**src/rtl/calc_pkg.sv**
```systemverilog
// Shared op-codes and FSM state encoding for seq_calculator.
// The DIV state exists only when SEQ_CALCULATOR_DIV_EN is defined.
package calc_pkg;

  localparam logic [2:0] OP_ADD = 3'b000;
  localparam logic [2:0] OP_SUB = 3'b001;
  localparam logic [2:0] OP_MUL = 3'b010;
  localparam logic [2:0] OP_DIV = 3'b011;
  localparam logic [2:0] OP_SQR = 3'b100;

`ifdef SEQ_CALCULATOR_DIV_EN
  typedef enum logic [1:0] {
    ST_IDLE = 2'd0,
    ST_EXEC = 2'd1,
    ST_DIV  = 2'd2,
    ST_DONE = 2'd3
  } state_t;
`else
  typedef enum logic [1:0] {
    ST_IDLE = 2'd0,
    ST_EXEC = 2'd1,
    ST_DONE = 2'd3
  } state_t;
`endif

endpackage

```
**src/rtl/seq_divider.sv**
```systemverilog
// Iterative signed restoring divider, one quotient bit per clock.
// start loads operands; done is high during the cycle whose edge retires the last bit.
module seq_divider #(
  parameter int WIDTH = 27
) (
  input  logic             clk,
  input  logic             rst_n,
  input  logic             start,
  input  logic [WIDTH-1:0] dividend,
  input  logic [WIDTH-1:0] divisor,
  output logic             done,
  output logic [WIDTH-1:0] quotient,
  output logic [WIDTH-1:0] remainder
);

  localparam int CNT_W = $clog2(WIDTH);

  function automatic logic [WIDTH-1:0] mag(input logic [WIDTH-1:0] v);
    return v[WIDTH-1] ? (~v + 1'b1) : v;
  endfunction

  logic [WIDTH-1:0] r_rem;
  logic [WIDTH-1:0] r_quo;
  logic [WIDTH-1:0] r_dvs;
  logic [CNT_W-1:0] r_cnt;
  logic             r_busy;
  logic             r_neg_q;
  logic             r_neg_r;

  logic [WIDTH:0]   w_shift;
  logic [WIDTH:0]   w_diff;
  logic             w_fits;
  logic [WIDTH-1:0] w_rem_next;
  logic [WIDTH-1:0] w_quo_next;
  logic             w_last;

  // r_quo shifts the dividend out at the top while quotient bits enter at the bottom.
  assign w_shift    = {r_rem, r_quo[WIDTH-1]};
  assign w_diff     = w_shift - {1'b0, r_dvs};
  assign w_fits     = ~w_diff[WIDTH];
  assign w_rem_next = w_fits ? w_diff[WIDTH-1:0] : w_shift[WIDTH-1:0];
  assign w_quo_next = {r_quo[WIDTH-2:0], w_fits};
  assign w_last     = r_busy && (r_cnt == CNT_W'(WIDTH - 1));

  assign done      = w_last;
  assign quotient  = r_neg_q ? (~w_quo_next + 1'b1) : w_quo_next;
  assign remainder = r_neg_r ? (~w_rem_next + 1'b1) : w_rem_next;

  always_ff @(posedge clk or negedge rst_n) begin
    if (!rst_n) begin
      r_rem   <= '0;
      r_quo   <= '0;
      r_dvs   <= '0;
      r_cnt   <= '0;
      r_busy  <= 1'b0;
      r_neg_q <= 1'b0;
      r_neg_r <= 1'b0;
    end else if (start) begin
      r_rem   <= '0;
      r_quo   <= mag(dividend);
      r_dvs   <= mag(divisor);
      r_cnt   <= '0;
      r_busy  <= 1'b1;
      r_neg_q <= dividend[WIDTH-1] ^ divisor[WIDTH-1];
      r_neg_r <= dividend[WIDTH-1];
    end else if (r_busy) begin
      r_rem <= w_rem_next;
      r_quo <= w_quo_next;
      r_cnt <= r_cnt + 1'b1;
      if (w_last) r_busy <= 1'b0;
    end
  end

endmodule

```
**src/rtl/seq_calculator.sv**
```systemverilog
// Sequential signed calculator: add/sub/mul/square in 2 edges, iterative divide
// compiled in only when SEQ_CALCULATOR_DIV_EN is defined.
module seq_calculator
  import calc_pkg::*;
#(
  parameter int WIDTH      = 27,
  parameter int DIV_CYCLES = WIDTH
) (
  input  logic               clk,
  input  logic               rst_n,
  input  logic [WIDTH-1:0]   data1,
  input  logic [WIDTH-1:0]   data2,
  input  logic               en,
  input  logic [2:0]         arith,
  output logic [2*WIDTH-1:0] data3,
  output logic               data_latch,
  output logic               busy,
  output logic               err
);

  if (DIV_CYCLES != WIDTH || WIDTH < 4 || WIDTH > 32) begin : g_bad_cfg
    $error("seq_calculator: WIDTH must be 4..32 and DIV_CYCLES must equal WIDTH");
  end

  state_t             r_state;
  logic [WIDTH-1:0]   r_a;
  logic [WIDTH-1:0]   r_b;
  logic [2:0]         r_op;
  logic [2*WIDTH-1:0] r_data3;
  logic               r_latch;
  logic               r_busy;
  logic               r_err;

  logic [2*WIDTH-1:0] w_ext_a;
  logic [2*WIDTH-1:0] w_ext_b;
  logic [2*WIDTH-1:0] w_exec_res;
  logic               w_exec_err;

  assign data3      = r_data3;
  assign data_latch = r_latch;
  assign busy       = r_busy;
  assign err        = r_err;

  // Sign-extending first keeps the low 2*WIDTH bits of every product exact.
  assign w_ext_a = {{WIDTH{r_a[WIDTH-1]}}, r_a};
  assign w_ext_b = {{WIDTH{r_b[WIDTH-1]}}, r_b};

  always_comb begin
    w_exec_res = '0;
    w_exec_err = 1'b0;
    case (r_op)
      OP_ADD:  w_exec_res = w_ext_a + w_ext_b;
      OP_SUB:  w_exec_res = w_ext_a - w_ext_b;
      OP_MUL:  w_exec_res = w_ext_a * w_ext_b;
      OP_SQR:  w_exec_res = w_ext_a * w_ext_a;
      default: w_exec_err = 1'b1;
    endcase
  end

`ifdef SEQ_CALCULATOR_DIV_EN
  logic             w_div_start;
  logic             w_div_done;
  logic [WIDTH-1:0] w_div_quo;
  logic [WIDTH-1:0] w_div_rem;
  logic             w_div_zero;
  logic             w_div_ovf;

  // Divide-by-zero never starts the divider; the DIV state retires it next edge.
  assign w_div_start = (r_state == ST_IDLE) && en && (arith == OP_DIV) && (data2 != '0);
  assign w_div_zero  = (r_b == '0);
  assign w_div_ovf   = (r_a == {1'b1, {(WIDTH-1){1'b0}}}) && (r_b == '1);

  seq_divider #(
    .WIDTH(WIDTH)
  ) u_div (
    .clk       (clk),
    .rst_n     (rst_n),
    .start     (w_div_start),
    .dividend  (data1),
    .divisor   (data2),
    .done      (w_div_done),
    .quotient  (w_div_quo),
    .remainder (w_div_rem)
  );
`endif

  always_ff @(posedge clk or negedge rst_n) begin
    if (!rst_n) begin
      r_state <= ST_IDLE;
      r_a     <= '0;
      r_b     <= '0;
      r_op    <= '0;
      r_data3 <= '0;
      r_latch <= 1'b0;
      r_busy  <= 1'b0;
      r_err   <= 1'b0;
    end else begin
      r_latch <= 1'b0;
      case (r_state)
        ST_IDLE: begin
          if (en) begin
            r_a    <= data1;
            r_b    <= data2;
            r_op   <= arith;
            r_busy <= 1'b1;
`ifdef SEQ_CALCULATOR_DIV_EN
            r_state <= (arith == OP_DIV) ? ST_DIV : ST_EXEC;
`else
            r_state <= ST_EXEC;
`endif
          end
        end
        ST_EXEC: begin
          r_data3 <= w_exec_res;
          r_err   <= w_exec_err;
          r_latch <= 1'b1;
          r_busy  <= 1'b0;
          r_state <= ST_DONE;
        end
`ifdef SEQ_CALCULATOR_DIV_EN
        ST_DIV: begin
          if (w_div_zero) begin
            r_data3 <= '0;
            r_err   <= 1'b1;
            r_latch <= 1'b1;
            r_busy  <= 1'b0;
            r_state <= ST_DONE;
          end else if (w_div_done) begin
            r_data3 <= {w_div_rem, w_div_quo};
            r_err   <= w_div_ovf;
            r_latch <= 1'b1;
            r_busy  <= 1'b0;
            r_state <= ST_DONE;
          end
        end
`endif
        ST_DONE: r_state <= ST_IDLE;
        default: r_state <= ST_IDLE;
      endcase
    end
  end

endmodule

```
**config.mk**
```make
export PLATFORM = sky130hd
export DESIGN_NAME = seq_calculator
export DESIGN_NICKNAME = d
export VERILOG_FILES = /design/src/rtl/calc_pkg.sv /design/src/rtl/seq_divider.sv /design/src/rtl/seq_calculator.sv
export SDC_FILE = /design/constraint.sdc
export NUM_CORES = 2
export LEC_CHECK = 0
export BUFFER_PORTS_ARGS = -buffer_cell sky130_fd_sc_hd__buf_2
export CORE_MARGIN = 3
export CORE_UTILIZATION = 45
export CTS_BUF_LIST = sky130_fd_sc_hd__clkbuf_4 sky130_fd_sc_hd__clkbuf_8
export CTS_CLUSTER_SIZE = 24
export DETAILED_ROUTE_END_ITERATION = 7
export SETUP_SLACK_MARGIN = 0.02
export SLEW_MARGIN = 25
export SYNTH_ARGS = -nofsm -noshare
export SYNTH_HDL_FRONTEND = slang
export SYNTH_SLANG_ARGS = --single-unit
```
**constraint.sdc**
```tcl
create_clock -name clk -period 8.4 [get_ports clk]
set_input_delay 1.68 -clock clk [delete_from_list [all_inputs] [get_ports clk]]
set_output_delay 1.68 -clock clk [all_outputs]
set_load 0.05 [all_outputs]
```
After elaboration in Yosys (flattened, before gate mapping)
Cells that the tools add are included.
{ "word_totals": {"regBits": 116, "out_inout_bits": 57, "wordCells": 30} }
{ "op_classes": {"add_sub_neg": 2, "mul": 2, "n_eq_ne": 5, "muxes": 7, "reduce_logical": 6} }
{ "ops": {"columns": ["cell", "n"], "rows": [
  ["54-bit one-hot mux with 4 select lines", 1],
  ["27-bit by 27-bit multiplier with 54-bit output", 2],
  ["27-bit by 27-bit adder with 28-bit output", 1],
  ["27-bit by 27-bit subtractor with 28-bit output", 1],
  ["2-bit one-hot mux with 2 select lines", 1],
  ["2-bit AND reduction", 2],
  ["4-bit OR reduction", 1],
  ["3-bit by 1-bit equality test with 1-bit output (second input constant)", 1],
  ["3-bit by 2-bit equality test with 1-bit output (second input constant)", 1],
  ["3-bit equality test (second input constant)", 1],
  ["3-bit zero test", 1],
  ["1-bit 2-to-1 mux", 3],
  ["2-bit by 1-bit equality test with 1-bit output (second input constant)", 1],
  ["2-bit zero test", 1],
  ["2-bit 2-to-1 mux", 1],
  ["2-bit != test (second input constant)", 1],
  ["1-bit one-hot mux with 2 select lines", 1],
  ["2-bit nonzero test", 1]
]} }

Depth between registers and ports, before layout
{ "logic_depth": {"ltp_word": 3, "mapped_depth": 30, "mapped_depth_nobuf": 27} }

Least setup slack after synthesis
Ideal clock, no wire load.
{ "synth_path": {"path_kind": "register -> register", "from": "register r_a[26]", "to": "register r_data3[53], in the netlist data3[53]", "setup_ns": 0.126, "t_arrival_ns": 7.893, "slack_ns": 0.381, "stages_incl_launch_ff": 25, "path_buffers": 3, "synth_period_minus_slack_ns": 8.019, "path_cell_list": "dfrtp_1 > clkbuf_1 > inv_1 > clkbuf_1 > buf_1 > nor2_1 > fa_1 > fa_1 > fa_1 > ha_1 > inv_1 > fa_1 > inv_1 > fa_1 > inv_1 > fa_1 > inv_1 > ha_1 > inv_1 > or3_1 > o41ai_2 > a41oi_2 > xnor2_1 > a221o_1 > a221o_1"} }
{ "synth_between": {"elab_chain_len": 2, "word_cells_on_any_way": 5, "cone_classes": "add/sub: 2; mul: 2; mux: 1"} }
{ "synth_rtl": {"columns": ["item", "line_no", "source"], "rows": [
  ["start, declared", "seq_calculator.sv:26", "logic [WIDTH-1:0] r_a;"],
  ["start signal, assigned", "seq_calculator.sv:102", "r_a <= data1;"],
  ["27-bit by 27-bit multiplier with 54-bit output, or another cell as far along", "seq_calculator.sv:55", "OP_SQR: w_exec_res = w_ext_a * w_ext_a;"],
  ["54-bit one-hot mux with 4 select lines (*)", "seq_calculator.sv:51", "case (r_op)"],
  ["end signal, assigned", "seq_calculator.sv:114", "r_data3 <= w_exec_res;"],
  ["end, declared", "seq_calculator.sv:29", "logic [2*WIDTH-1:0] r_data3;"]
]} }
Mark *: on every way between the ends. The rest lies on a longest branch, timed or not.
A chain may end at the register's enable or synchronous reset.

Worst setup path after layout
{ "layout_path": {"from": "register r_b[13]", "to": "register r_data3[48], in the netlist data3[48]"} }
{ "layout_between": {"elab_chain_len": 2, "word_cells_on_any_way": 4, "cone_classes": "add/sub: 2; mul: 1; mux: 1"} }
{ "layout_rtl": {"columns": ["item", "line_no", "source"], "rows": [
  ["start, declared", "seq_calculator.sv:27", "logic [WIDTH-1:0] r_b;"],
  ["start signal, assigned", "seq_calculator.sv:103", "r_b <= data2;"],
  ["27-bit by 27-bit multiplier with 54-bit output, or another cell as far along", "seq_calculator.sv:54", "OP_MUL: w_exec_res = w_ext_a * w_ext_b;"],
  ["54-bit one-hot mux with 4 select lines (*)", "seq_calculator.sv:51", null]
]} }
Marks and branches as above.

==> summary.md <==
| Metric | Value |
|---|---|
| Max-cap check violation count | 0 |
| Clock-pin slew on the worst setup and hold paths | 0.12 ns |
| Rows | 130 |
| Gpl congestion | 0.953 |
| Post-synthesis sequential area ratio | 5.05% |
| Synth cell types | between 90 and 100 |
| Core area | between 100,000 and 150,000 sq um |
| Worst hold path type | flip-flop to flip-flop |
| Async SR Flop Fraction | 100% |
| Critical path, cell by cell | ha_1 > inv_1 > fa_1 > fa_1 > inv_1 > fa_1 > fa_1 > fa_1 > fa_1 > inv_1 > fa_1 > inv_1 > ha_1 > and3_1 > nand2_1 > or2_2 > o41ai_2 > a221oi_2 > o21ai_1 > mux2i_1 > o211ai_1 |
| Final min period | 8.21 ns |
| Grt ovf | 0 |
| Slowest CP cell | dfrtp_1 |
| Period utilization | between 90% and 100% |
| F_max | 0.122 GHz |
| Crit path max fanout | 15 |
| Iteration-0 DRC Markers | approximately 3,500 |
| Crit path launch type | flip-flop |
| Ports | ~120 |
| # DRC | 0 |
| Slew Viols, Final | 0 |
| Vias in the first global route | 46,512 |
| Worst-case clock buffer depth | 2 |
| WS Path Type | flip-flop to flip-flop |
| Outcome | complete, no violations |
| Synthesis-to-layout area growth | 6.05% |
| Seq. cell area | 2940 sq um |
| Most frequent cells in the layout | 1,757 x inv_1, 1,462 x fa_1, 764 x nand2_1, 389 x ha_1, 323 x nor2_1 |
| Dominant cell type by count on the critical path | fa_1 |
| Main synth FF type | dfrtp_1 |
| Gate count after technology mapping | about 6,400 |
| Kind of end point of the critical path | flip-flop |
| First-pass GRT wire length | 281,000 um |
| Busiest grt layer | met2 |
| Layout cells sized above 1 | 6.44% |
| RSZ-0062 raised after global routing | no |
| Mapped Avg Cell Area | 9.03 sq um |
| Routed Antenna Nets | 0 |
| Die W | between 300 and 400 um |
| Largest net degree at the start of global routing | 100 |
| Initial core utilization | between 40% and 50% |
| Worst slew margin | 33.0% |
| Post-CTS Hold Buffers | 0 |
| Final Setup Violations | 0 |
| Most common cell after layout, fill and taps aside | inv_1 |
| TritonCTS clock tree | done |
| Vias after detailed routing | 43,461 |
| Flops & latches, synth | around 120 |
| Initial antenna violation count | 4 |
| Clock root buffer master | clkbuf_8 |
| M3 GR Usage | about 3.6% |
| GRT met2 Usage | a little under half |
| Final Hold Vio Count | 0 |
| Total Negative Setup Slacks | 0 ns |
| TritonRoute pass-1 iters | 6 |
| GR met1 Demand/Resource | between 30% and 40% |
| Multi-input logic area | 46,800 sq um |
| Fillers | approximately 12,000 |
| H-tree levels | 4 |
| TritonCTS buffer count | 17 |
| Vias per std cell | between 5 and 6 |
| Routed WL | 182,000 um |
| Skew-Pair Late Insertion Delay | 0.65 ns |
| Port Buffer Count | 116 |
| Die Y-Extent | about 360 um |
| Post-DR wirelength/cell | 22.7 um |
| Tot GR Track Use | 28.6% |
| Clock skew | 0.0306 ns |
| Nets@finish | 8,283 |
| # clock sinks | 116 |
| Synthesized Nets | 8,279 |
| CP Data Arrival Time | 8.74 ns |
| Max incr delay on CP | 1.01 ns |
| Slew at the pin with the worst max-slew slack | 1.00 ns |
| Synth Cell Area | 57,500 sq um |
| Hpwl dp | 151,000 um |
| DIE AREA | roughly 130,000 sq um |
| Req. time, crit path | slightly below 9 ns |
| EDFF count, synth | 0 |
| Ys Warns | 0 |
cell usage after synthesis (23+ instances only):
cell	n	area [sq um]
and2_1	256	1600
o21ai_1	42	210
xor2_1	48	420
o21ai_0	127	636
inv_1	1758	6600
nor3_1	26	130
nand2_1	764	2870
a21oi_1	146	731
nand4_1	24	150
clkbuf_1	270	1010
nor2_1	324	1220
ha_1	389	4870
a31oi_1	23	144
dfrtp_1	116	2900
fa_1	1462	29300
a21o_1	72	541
xnor2_1	104	911
nand2b_1	27	169
critical path: cells and delay by family (launching register included):
kind            cells  cell delay, ns
fa+ha+maj           9            4.41
compound gates      4            1.23
flops               1            1.01
simple gates        3            0.76
buf+inv             4            0.33
mux                 1            0.33
path summary, 6_finish.rpt:
check	from	to	slack, ns	depth (start not counted)
max	r_b[13]$_DFFE_PN0P_	data3[48]$_DFFE_PN0P_	0.19	21
min	r_state[1]$_DFFE_PN0P_	r_state[0]$_DFFE_PN0P_	0.47	1
max reg2reg	r_b[13]$_DFFE_PN0P_	data3[48]$_DFFE_PN0P_	0.19	21
min reg2reg	r_state[1]$_DFFE_PN0P_	r_state[0]$_DFFE_PN0P_	0.47	1
max in group asynchronous	rst_n	r_a[9]$_DFFE_PN0P_	6.21	2
min in group asynchronous	rst_n	r_b[23]$_DFFE_PN0P_	0.90	1
state kept, by name, indices dropped and copies added, names as in the netlist:
name / flops
r_op: 3
data3: 54
r_a: 27
r_b: 27
err: 1
busy: 1
data_latch: 1
r_state: 2
final cells by class:
type / count / share of cell area, %
Antenna cell: 4 / 0.0164
Clock buffer: 19 / 0.419
Clock inverter: 13 / 0.271
Inverter: 1770 / 10.9
Multi-Input combinational cell: 4182 / 76.8
Sequential cell: 116 / 4.82
Tap cell: 1650 / 3.39
Timing Repair Buffer: 285 / 3.38
routing by layer:
layer	up-vias	wire length (um)
li1	18660	-
met1	22732	69000
met2	1642	87600
met3	427	11800
met4	0	13700
met5	-	0
kinds of logic (layout without fill, tap and decap cells):
| kind of cell | Yosys count | count (layout) | share of synthesized area (%) |
|---|---|---|---|
| flops | 116 | 116 | 5.05 |
| other cells | 0 | 4 | 0 |
| xor+xnor | 152 | 152 | 2.32 |
| buf+inv | 2070 | 2087 | 13.6 |
| simple gates | 1517 | 1517 | 11.8 |
| mux | 24 | 24 | 0.455 |
| compound gates | 638 | 638 | 7.49 |
| fa+ha+maj | 1851 | 1851 | 59.4 |
through the flow:
| stage | utilization [%] | std cells | hold WS (ns) | instance area, sq um | setup WS, ns |
|---|---|---|---|---|---|
| 2_1_floorplan | - | 6368 | 0.417 | 57500 | 0.381 |
| 3_3_place_gp | 47.9 | 8002 | 0.444 | 60500 | 0.284 |
| 3_5_place_dp | 47.9 | 8002 | 0.461 | 60500 | 0.143 |
| 4_1_cts | 48.3 | 8034 | 0.475 | 60900 | 0.0792 |
| 5_1_grt | 48.3 | 8035 | 0.493 | 61000 | 0.0244 |
| 6_report | 48.3 | 8039 | 0.470 | 61000 | 0.194 |
repair_timing:
item                                    in CTS  in global routing
endpoints found under the setup margin       0                  9
gates resized for setup                      0                  6
setup buffers                                0                  1
Power is not shown: default switching activity piles up to over one toggle a cycle in this logic, so the estimate is an artifact.
